--- src/rtl/pwm_decode.sv ---
// rtl/pwm_decode.sv - ramp-compare PWM line decoder
//
// Purpose:
//   Recovers a WIDTH-bit value from a single-bit ramp-compare PWM line.
//   The encoder holds the line high while data >= ramp. The ramp steps
//   0..FRAME_LEN-1, one step per clock, so each frame is high for data+1
//   clocks. The decoder locks onto the rising edge that starts a frame.
//   It counts the high samples over one frame and emits count-1.
//
// Ports:
//   CLK100MHZ   in   1      system clock; all logic is clocked on the rising edge
//   reset       in   1      synchronous, active-high
//   start       in   1      enable; low forces IDLE and discards any partial frame
//   pwm_in      in   1      encoded line, already synchronous to CLK100MHZ
//   data_out    out  WIDTH  last decoded value; holds between frames
//   data_valid  out  1      one-cycle pulse; data_out updates in the same cycle
//   frame_err   out  1      one-cycle pulse on a protocol violation
//   locked      out  1      high while the decoder is measuring frames

module pwm_decode #(
  parameter int WIDTH = 8
) (
  input  logic             CLK100MHZ,
  input  logic             reset,
  input  logic             start,
  input  logic             pwm_in,
  output logic [WIDTH-1:0] data_out,
  output logic             data_valid,
  output logic             frame_err,
  output logic             locked
);

  localparam int FRAME_LEN = 2 ** WIDTH;

  // Index of the final sample in a frame. The frame counter is WIDTH bits
  // wide, so it wraps from this value back to 0 with no extra logic.
  localparam logic [WIDTH-1:0] LAST_SAMPLE = WIDTH'(FRAME_LEN - 1);

  typedef enum logic [1:0] {
    S_IDLE    = 2'd0,
    S_ARMED   = 2'd1,
    S_MEASURE = 2'd2
  } state_t;

  state_t           state_q, state_d;
  logic [WIDTH-1:0] frame_cnt_q, frame_cnt_d;
  logic [WIDTH:0]   hi_cnt_q, hi_cnt_d;
  logic [WIDTH-1:0] data_q, data_d;
  logic             valid_q, valid_d;
  logic             err_q, err_d;
  logic             locked_q;
  logic             prev_in_q;

  logic             rise;
  logic [WIDTH:0]   hi_total;
  logic [WIDTH:0]   hi_total_m1;

  // Edge detection uses the previous sample. That sample is captured in
  // every state, so the first cycle of ARMED already sees a valid history.
  assign rise        = pwm_in & ~prev_in_q;

  // High count including the current sample. hi_cnt reaches at most
  // FRAME_LEN, which is why it carries one extra bit.
  assign hi_total    = hi_cnt_q + (WIDTH+1)'(pwm_in);
  assign hi_total_m1 = hi_total - (WIDTH+1)'(1);

  always_comb begin
    state_d     = state_q;
    frame_cnt_d = frame_cnt_q;
    hi_cnt_d    = hi_cnt_q;
    data_d      = data_q;
    valid_d     = 1'b0;
    err_d       = 1'b0;

    if (!start) begin
      // Dropping the enable takes priority over every other condition.
      // Any partial frame is discarded silently.
      state_d     = S_IDLE;
      frame_cnt_d = '0;
      hi_cnt_d    = '0;
    end else begin
      unique case (state_q)
        S_IDLE: begin
          state_d = S_ARMED;
        end

        S_ARMED: begin
          // A line held constantly high never produces this edge. An all-ones
          // stream therefore needs one low-to-high transition before it can lock.
          if (rise) begin
            frame_cnt_d = WIDTH'(1);
            hi_cnt_d    = (WIDTH+1)'(1);
            state_d     = S_MEASURE;
          end
        end

        S_MEASURE: begin
          if (frame_cnt_q == '0) begin
            // Every frame begins with a high sample. An all-ones previous frame
            // gives no edge here, so only the level is checked.
            if (!pwm_in) begin
              err_d       = 1'b1;
              state_d     = S_ARMED;
              hi_cnt_d    = '0;
            end else begin
              hi_cnt_d    = (WIDTH+1)'(1);
              frame_cnt_d = WIDTH'(1);
            end
          end else if (rise) begin
            // A second pulse inside one frame means the line and our frame
            // alignment disagree. Drop the frame and wait for a fresh edge.
            // The next cycle sees prev_in=1, so this edge is not reused.
            err_d       = 1'b1;
            state_d     = S_ARMED;
            frame_cnt_d = '0;
            hi_cnt_d    = '0;
          end else if (frame_cnt_q == LAST_SAMPLE) begin
            data_d      = hi_total_m1[WIDTH-1:0];
            valid_d     = 1'b1;
            frame_cnt_d = '0;
            hi_cnt_d    = '0;
          end else begin
            hi_cnt_d    = hi_total;
            frame_cnt_d = frame_cnt_q + WIDTH'(1);
          end
        end

        default: begin
          state_d     = S_IDLE;
          frame_cnt_d = '0;
          hi_cnt_d    = '0;
        end
      endcase
    end
  end

  always_ff @(posedge CLK100MHZ) begin
    if (reset) begin
      state_q     <= S_IDLE;
      frame_cnt_q <= '0;
      hi_cnt_q    <= '0;
      data_q      <= '0;
      valid_q     <= 1'b0;
      err_q       <= 1'b0;
      locked_q    <= 1'b0;
      prev_in_q   <= 1'b0;
    end else begin
      state_q     <= state_d;
      frame_cnt_q <= frame_cnt_d;
      hi_cnt_q    <= hi_cnt_d;
      data_q      <= data_d;
      valid_q     <= valid_d;
      err_q       <= err_d;
      // Registered from the next state, so locked always mirrors the state register.
      locked_q    <= (state_d == S_MEASURE);
      prev_in_q   <= pwm_in;
    end
  end

  assign data_out   = data_q;
  assign data_valid = valid_q;
  assign frame_err  = err_q;
  assign locked     = locked_q;

endmodule
--- config.mk ---
export PLATFORM = sky130hd
export DESIGN_NAME = pwm_decode
export DESIGN_NICKNAME = d
export VERILOG_FILES = /design/src/rtl/pwm_decode.sv
export SDC_FILE = /design/constraint.sdc
export NUM_CORES = 1
export LEC_CHECK = 0
export BUFFER_PORTS_ARGS = -buffer_cell sky130_fd_sc_hd__buf_2
export CELL_PAD_IN_SITES_DETAIL_PLACEMENT = 1
export CELL_PAD_IN_SITES_GLOBAL_PLACEMENT = 1
export CORE_ASPECT_RATIO = 0.5
export CORE_MARGIN = 10
export CORE_UTILIZATION = 25
export DETAILED_ROUTE_END_ITERATION = 10
export GPL_TIMING_DRIVEN = 0
export MAX_ROUTING_LAYER = met4
export PLACE_DENSITY = 0.47
export SYNTH_ARGS = -nofsm -noshare
export SYNTH_HDL_FRONTEND = slang
export SYNTH_SLANG_ARGS = --single-unit
--- constraint.sdc ---
create_clock -name CLK100MHZ -period 2.32 [get_ports CLK100MHZ]
set_input_delay 0.116 -clock CLK100MHZ [delete_from_list [all_inputs] [get_ports CLK100MHZ]]
set_output_delay 0.116 -clock CLK100MHZ [all_outputs]
set_load 0.03 [all_outputs]
## Word level (Yosys, flattened, before mapping)

Index checks and enable logic that the tools add are counted.

- Logic and storage cells: 54
- Output and inout bits: 11
- Bits in registers: 31

- Reductions and logical operators: 8
- Bitwise logic cells: 7
- $add $sub $neg: 3
- Equal/unequal tests: 6
- Multiplexer cells: 22

Operators by type and width:

| kind | count |
|---|---|
| $mux 8 | 5 |
| $mux 9 | 4 |
| $pmux 9 s3 | 1 |
| $pmux 8 s3 | 1 |
| $mux 2 | 5 |
| $add 9x1->9 | 1 |
| $add 8x1->8 const B | 1 |
| $eq 8x8->1 const B | 1 |
| $logic_not 8->1 | 1 |
| $sub 8x1->8 const B | 1 |
| $not 1->1 | 6 |
| $pmux 2 s3 | 1 |
| $mux 1 | 5 |
| $reduce_and 5->1 | 1 |
| $reduce_or 5->1 | 1 |
| $eq 2x2->1 const B | 2 |
| $ne 3x3->1 const B | 1 |
| $reduce_and 3->1 | 1 |
| $reduce_or 3->1 | 1 |
| $eq 2x1->1 const B | 1 |
| $logic_not 2->1 | 1 |
| $ne 2x2->1 const B | 1 |
| $reduce_and 2->1 | 1 |
| $reduce_or 2->1 | 1 |
| $and 1x1->1 | 1 |

## Depth between registers and ports, before layout

Gate-level depths: netlist (run 1).

- Depth after elaboration: 7
- Depth in mapped cells: 8
- Gate-level depth less buffers: 8

## Least setup slack after synthesis (run 1)

Ideal clock, no wire load.

- Kind: reg-to-reg
- Start point: reg hi_cnt_q[0]
- End point: reg data_q[7] (netlist: data_out[7])
- Data arrival time: 1888 ps
- Buffers on the path: 1
- Setup time: 142 ps
- Setup slack: 290 ps
- Stages on the path, launching flop included: 8
- Required time: 2178 ps
- Clock period less this slack: 2030 ps
- Path through: dfxtp_1 > ha_1 > ha_1 > clkbuf_1 > xor2_1 > or4_1 > a2111oi_2 > o221ai_1

- Word-level cells in the longest chain between the ends: 2

Ends and longest elaborated chain:

| what | line | text |
|---|---|---|
| from (decl) | 47 | `logic [WIDTH:0] hi_cnt_q, hi_cnt_d;` |
| from (signal assigned) | 150 | `hi_cnt_q <= hi_cnt_d;` |
| $add 9x1->9 | 64 | `assign hi_total = hi_cnt_q + (WIDTH+1)'(pwm_in);` |
| $sub 8x1->8 | 65 | `assign hi_total_m1 = hi_total - (WIDTH+1)'(1);` |
| to (signal assigned) | 151 | `data_q <= data_d;` |
| to (decl) | 48 | `logic [WIDTH-1:0] data_q, data_d;` |

Every way passes these cells.
A chain may end at the register's enable or synchronous reset.

## Final worst setup path (run 1)

Ends and elaborated chain as after synthesis.

==> impl_metrics.tcl, run 1 <==
set metrics [dict create \
    status "finished, final reports clean" \
    first_iter_violations 51 \
    reg2reg_from "hi_cnt_q[0]$_SDFFE_PP0P_" \
    clock_latency_ps 280 \
    cpPeakStageDelay_ps 430 \
    start_util_pct 26.29 \
    grt_max_degree 11 \
    postRouteAntennaNets 0 \
    ys_ff_latch 30 \
    synth.area.top_cells "dfxtp_1 34%, ha_1 6.3%, nand2_1 5.2%" \
    startpoint_type "flip-flop" \
    timing.rr.end "data_out[7]$_SDFFE_PP0P_" \
    cap_violations 0 \
    synth_top_area_cell "dfxtp_1" \
    globalRouteOverflowTotal 0 \
    fin_nets 250 \
    dpl_worst_slack_ps -42.33 \
    min_period_ps 2130 \
    dr.pass1.iters 5 \
    clock_path_buffers 2 \
    report.final.slew_viol_count 0 \
    fmax_mhz 469.5 \
    num_rows 21 \
    syn-num-nets 230 \
    ff2ff_path_depth 6 \
    cts.htree.levels 2 \
    cp_max_fo 7 \
    num_io_pins 15 \
    yosysWarnings 0 \
    gp_congestion 0.7578 \
    dpl_cell_area_um2 1974 \
    p_per_area_nw_per_um2 581.7 \
    ir_worst_vdd_mv 0.2133 \
    grt_pass1_wl_um 9025 \
    dp_cells 323 \
    setup-violations-final 0 \
    synth_flop_cell "dfxtp_1" \
    yosysSeqAreaShare_pct 33.57 \
    viasPerCell 5.055 \
    period_share_pct 91.81 \
    cp-end-kind "flip-flop" \
    die_h_um 79.82 \
    critical-path-slowest-cell "or4_1" \
    synth_area_per_cell_um2 8.245 \
    reg2reg_slack_ps 190 \
    final_area_um2 2142 \
    async_flop_share_pct 0 \
    coreArea_um2 6805 \
    port_buffers 14 \
    synth-edff-count 0 \
    syn-instance-count 217 \
    antenna_found_initial 0 \
    antennaDiodeCount 0 \
    grt_pass1_vias 1778 \
    clock_sinks 30 \
    cts_setup_buffers 0 \
    worstPathCellList "ha_1, ha_1, xor2_1, or4_1, a2111oi_2, o221ai_1" \
    holdPathStages 3 \
    p_leak_nw 0.7810 \
    multi_input_area_um2 1159 \
    syn_area_um2 1789 \
    area_growth_pct 19.72 \
    cp.required_ps 2460 \
    critPathTopFamily "compound AO/OA/AOI/OAI gates" \
    finalWirelength_um 5153 \
    via_count 1658 \
    yosysUniqueCellTypes 49 \
    worstSetupPathType "flip-flop to flip-flop" \
    fin_ws_ps 189.9 \
    holdCritPathClass "primary input to flip-flop" \
    slew_headroom_pct 63.02 \
    cp_common_cell "ha_1" \
    drive_gt1_share_pct 16.10 \
    holdPathEnd "data_valid$_SDFF_PP0_" \
    drcViolationCount 0 \
    cts_root_buffer "clkbuf_16" \
    arrival_ps 2270 \
    final_cells 328 \
    post-synth-top-area-fraction_pct 33.57 \
    clk_pin_slew_ps 50 \
    cts_tree "done" \
    grt_setup_unrepaired "true" \
    cts_buffers 5 \
    hp-start "start" \
    finClkSkew_ps 2.705 \
    die_area_um2 11150 \
    tightest_slew_ps 554.6 \
    dp_hpwl_um 3943 \
    track_usage_pct 10.15 \
    n_fill_cell 818 \
    seq_area_um2 600.6 \
    die_w_um 139.6 \
    hold_violations 0 \
    cp_num_buf_inv 0 \
    wl_per_cell_um 15.71 \
]
power by group:
group	internal [mW]	switching [mW]	total, mW
clock	0.414	0.226	0.640
combinational	0.0265	0.0577	0.0842
sequential	0.519	0.00243	0.521
total	0.959	0.286	1.25
repair_timing:
item	CTS	global route
hold buffers	0	0
endpoints found under the setup margin	1	11
gates resized for setup	1	5
per-stage QoR:
stage | setup TNS [ps] | power, mW | hold slack (ps) | utilization [%]
2_1_floorplan | 0 | 0.5881 | 241.9 | -
3_3_place_gp | -35.73 | 0.6164 | 435.5 | 29.01
3_5_place_dp | -42.33 | 0.6159 | 429.8 | 29.01
4_1_cts | 0 | 1.265 | 137.4 | 31.09
5_1_grt | -61.31 | 1.297 | 164.5 | 31.48
6_report | 0 | 1.246 | 145.4 | 31.48
cells in the mapped netlist, types with 2 or more instances:
| master | count |
|---|---|
| xor2_1 | 5 |
| clkbuf_1 | 4 |
| or4_1 | 3 |
| o221ai_1 | 2 |
| nor2b_1 | 6 |
| a21oi_1 | 15 |
| o21ai_0 | 4 |
| o211ai_1 | 2 |
| nor2_1 | 13 |
| nor3b_1 | 2 |
| a31oi_1 | 4 |
| and3_1 | 6 |
| or2_2 | 2 |
| dfxtp_1 | 30 |
| and2_1 | 3 |
| o22ai_1 | 3 |
| nand2_1 | 25 |
| xnor2_1 | 6 |
| nor3_1 | 8 |
| o21ai_1 | 4 |
| inv_1 | 10 |
| a211oi_1 | 3 |
| buf_2 | 2 |
| or3_1 | 7 |
| nand2b_1 | 2 |
| ha_1 | 9 |
| nand3_1 | 15 |
how the worst max path moves through the flow:
| stage | start | endpoint | slack [ps] | cells after the start |
|---|---|---|---|---|
| after floorplan | hi_cnt_q[0]$_SDFFE_PP0P_ | data_out[7]$_SDFFE_PP0P_ | 290 | 7 |
| after global placement | frame_cnt_q[0]$_SDFFE_PP0P_ | frame_cnt_q[4]$_SDFFE_PP0P_ | -40 | 7 |
| after detailed placement | frame_cnt_q[0]$_SDFFE_PP0P_ | frame_cnt_q[4]$_SDFFE_PP0P_ | -40 | 7 |
| after CTS | hi_cnt_q[0]$_SDFFE_PP0P_ | data_out[7]$_SDFFE_PP0P_ | 50 | 7 |
| after global routing | frame_cnt_q[0]$_SDFFE_PP0P_ | frame_cnt_q[1]$_SDFFE_PP0P_ | -60 | 7 |
| final | hi_cnt_q[0]$_SDFFE_PP0P_ | data_out[7]$_SDFFE_PP0P_ | 190 | 6 |
area by class of cell:
type	instances	area share, %
inverter	10	1.752
timing repair buffer	14	3.271
clock buffer	6	6.484
buffer	5	0.9930
sequential	30	28.04
tap	92	5.374
multi-input combinational	171	54.09
registers in the layout (all words and copies together), names as in the netlist:
register     flops
hi_cnt_q         8
frame_err        1
state_q          2
prev_in_q        1
data_valid       1
data_out         8
frame_cnt_q      8
locked           1
per-layer routing:
metal	part of all wire (%)	global-route usage, %	up-vias
met1	54	12.57	812
met3	2.9	3.444	7
met4	0.91	2.254	0
li1	-	-	826
met2	42	15.67	13
met5	0	-	-
logic make-up (layout without fill, tap and decap cells):
group	after synthesis	in the layout	share of synthesized area [%]
fa+ha+maj	9	9	6.294
flops	30	30	33.57
compound gates	51	51	20.77
simple gates	99	99	29.86
mux	1	1	0.6293
buf+inv	16	35	3.497
xor+xnor	11	11	5.384
worst register-to-register path: cells and delay by family, from the launching register on:
family | cells | cell delay, ps
AND/OR/NAND/NOR | 1 | 430
adder cells (fa/ha/maj) | 2 | 520
flip-flops | 1 | 310
AO/OA/AOI/OAI | 2 | 570
XOR/XNOR | 1 | 160
layout by cell type (no fill, tap or decap), types with 2 or more instances in the layout:
cell type	count
nand2b_1	2
clkbuf_1	3
o22ai_1	3
buf_2	16
and2_1	3
xor2_1	4
or3_1	7
a21oi_1	15
or2_2	2
and3_1	6
o21ai_0	4
nor3b_1	2
nor3_1	7
a211oi_1	3
nand3_2	2
clkbuf_16	5
nand3_1	14
ha_1	9
nand2_1	25
nor2_1	12
or4_1	3
a31oi_1	4
inv_1	10
xnor2_1	6
nor2b_1	6
o21ai_1	4
o211ai_1	2
o221ai_1	2
dfxtp_1	30
(Power assumes the default switching activity.)
==> run 2: changes to the inputs <==
- CORE_UTILIZATION: 25 -> 44
- PLACE_DENSITY: 0.47 -> 0.76
==> impl_metrics.tcl, run 2 (same netlist as run 1, synthesis figures left out) <==
set metrics [dict create \
    cts_tree "done" \
    final_common_cell "dfxtp_1" \
    finalWirelength_um 4910 \
    wl_per_cell_um 16.82 \
    cap_violations 0 \
    min_period_ps 2107 \
    cp.required_ps 2500 \
    fin_nets 250 \
    ir_worst_vdd_mv 0.2203 \
    hold_violations 0 \
    final_cells 292 \
    die_area_um2 7172 \
    cts.htree.levels 2 \
    first_iter_violations 57 \
    fin_total_pwr_mw 1.053 \
    dpl_worst_slack_ps 33.18 \
    dpl_cell_area_um2 1927 \
    p_leak_nw 0.7610 \
    viasPerCell 5.846 \
    arrival_ps 2290 \
    timing.rr.end "data_out[4]$_SDFFE_PP0P_" \
    worstSetupPathType "flip-flop to flip-flop" \
    postRouteAntennaNets 0 \
    period_share_pct 90.81 \
    grt_pass1_vias 1791 \
    slew_headroom_pct 64.15 \
    reg2reg_from "state_q[0]$_SDFF_PP0_" \
    startpoint "state_q[0]$_SDFF_PP0_" \
    cts_root_buffer "clkbuf_8" \
    globalRouteOverflowTotal 0 \
    p_per_area_nw_per_um2 519.4 \
    num_rows 16 \
    die_h_um 65.09 \
    grt_pass1_wl_um 8452 \
    postLayoutCoreUtil_pct 51.92 \
    drive_gt1_share_pct 15.55 \
    clock_latency_ps 290 \
    via_count 1707 \
    clock_path_buffers 2 \
    cp-endpoint "data_out[4]$_SDFFE_PP0P_" \
    setup-violations-final 0 \
    drcViolationCount 0 \
    holdCritPathClass "primary input to flip-flop" \
    final_area_um2 2027 \
    ff2ff_path_depth 7 \
    clk_pin_slew_ps 70 \
    holdWs_ps 142.2 \
    cts_buffers 5 \
    n_fill_cell 477 \
    fmax_mhz 474.6 \
    finClkSkew_ps 8.608 \
    report.final.slew_viol_count 0 \
    reg2reg_slack_ps 210 \
    status "finished, final reports clean" \
    dp_cells 285 \
    die_w_um 110.2 \
    start_util_pct 45.83 \
    startpoint_type "flip-flop" \
    dr.pass1.iters 4 \
    cp_max_fo 7 \
    coreArea_um2 3904 \
    num_io_pins 15 \
    fin_ws_ps 213.2 \
    track_usage_pct 15.01 \
    grt_setup_unrepaired "false" \
    dp_hpwl_um 3683 \
    setup_tns_ps 0 \
    hold_buffers 0 \
    port_buffers 14 \
    tightest_slew_ps 537.7 \
    clock_sinks 30 \
    antenna_found_initial 0 \
    cp-end-kind "flip-flop" \
    antennaDiodeCount 0 \
    grt_max_degree 11 \
    gp_congestion 0.8471 \
    final_cell_mix "30 x dfxtp_1, 25 x nand2_1, 16 x buf_2, 15 x nand3_1, 15 x a21oi_1" \
    area_growth_pct 13.29 \
]
[run 2: report_power, final]
part / switching, mW / total, mW / internal, mW
registers: 0.00271 / 0.520 / 0.518
logic: 0.0567 / 0.0830 / 0.0263
clock network: 0.210 / 0.449 / 0.239
total: 0.270 / 1.05 / 0.783
[run 2: timing repair]
item	CTS	global route
gates resized for setup	1	2
endpoints found under the setup margin	1	4
buffers inserted	0	0
[run 2: how the worst min path moves through the flow]
stage / from / depth (start not counted) / to
after floorplan: start / 2 / data_valid$_SDFF_PP0_
after global placement: start / 3 / data_valid$_SDFF_PP0_
after detailed placement: start / 3 / data_valid$_SDFF_PP0_
after CTS: start / 3 / data_valid$_SDFF_PP0_
after global routing: start / 3 / data_valid$_SDFF_PP0_
final: start / 3 / data_valid$_SDFF_PP0_
[run 2: area by class of cell]
| type | count | area (um2) | share of cell area (%) |
|---|---|---|---|
| plain buffers | 5 | 21.27 | 1.049 |
| clock inverters | 1 | 5.005 | 0.2469 |
| inverters | 10 | 37.54 | 1.852 |
| flip-flops and latches | 30 | 600.6 | 29.63 |
| repair buffers | 14 | 70.07 | 3.457 |
| well taps | 54 | 67.56 | 3.333 |
| multi-input cells | 171 | 1139 | 56.17 |
| clock buffers | 7 | 86.33 | 4.259 |
[run 2: worst max-delay path: stages, from the launching register on]
cell and delay, ps:
dfxtp_1 350, inv_1 90, ha_1 250, inv_1 160, a211oi_2 420, nand3_1 290
and3_1 270, a31o_1 180
[run 2: layer usage]
metal | share of wire [%] | wire length (um) | track usage (%) | up-vias
met5 | 0 | 0 | - | -
met1 | 49 | 2401 | 18.48 | 842
li1 | - | - | - | 831
met2 | 46 | 2249 | 23.09 | 22
met4 | 1.8 | 88 | 5.573 | 0
met3 | 3.5 | 171 | 4.086 | 12
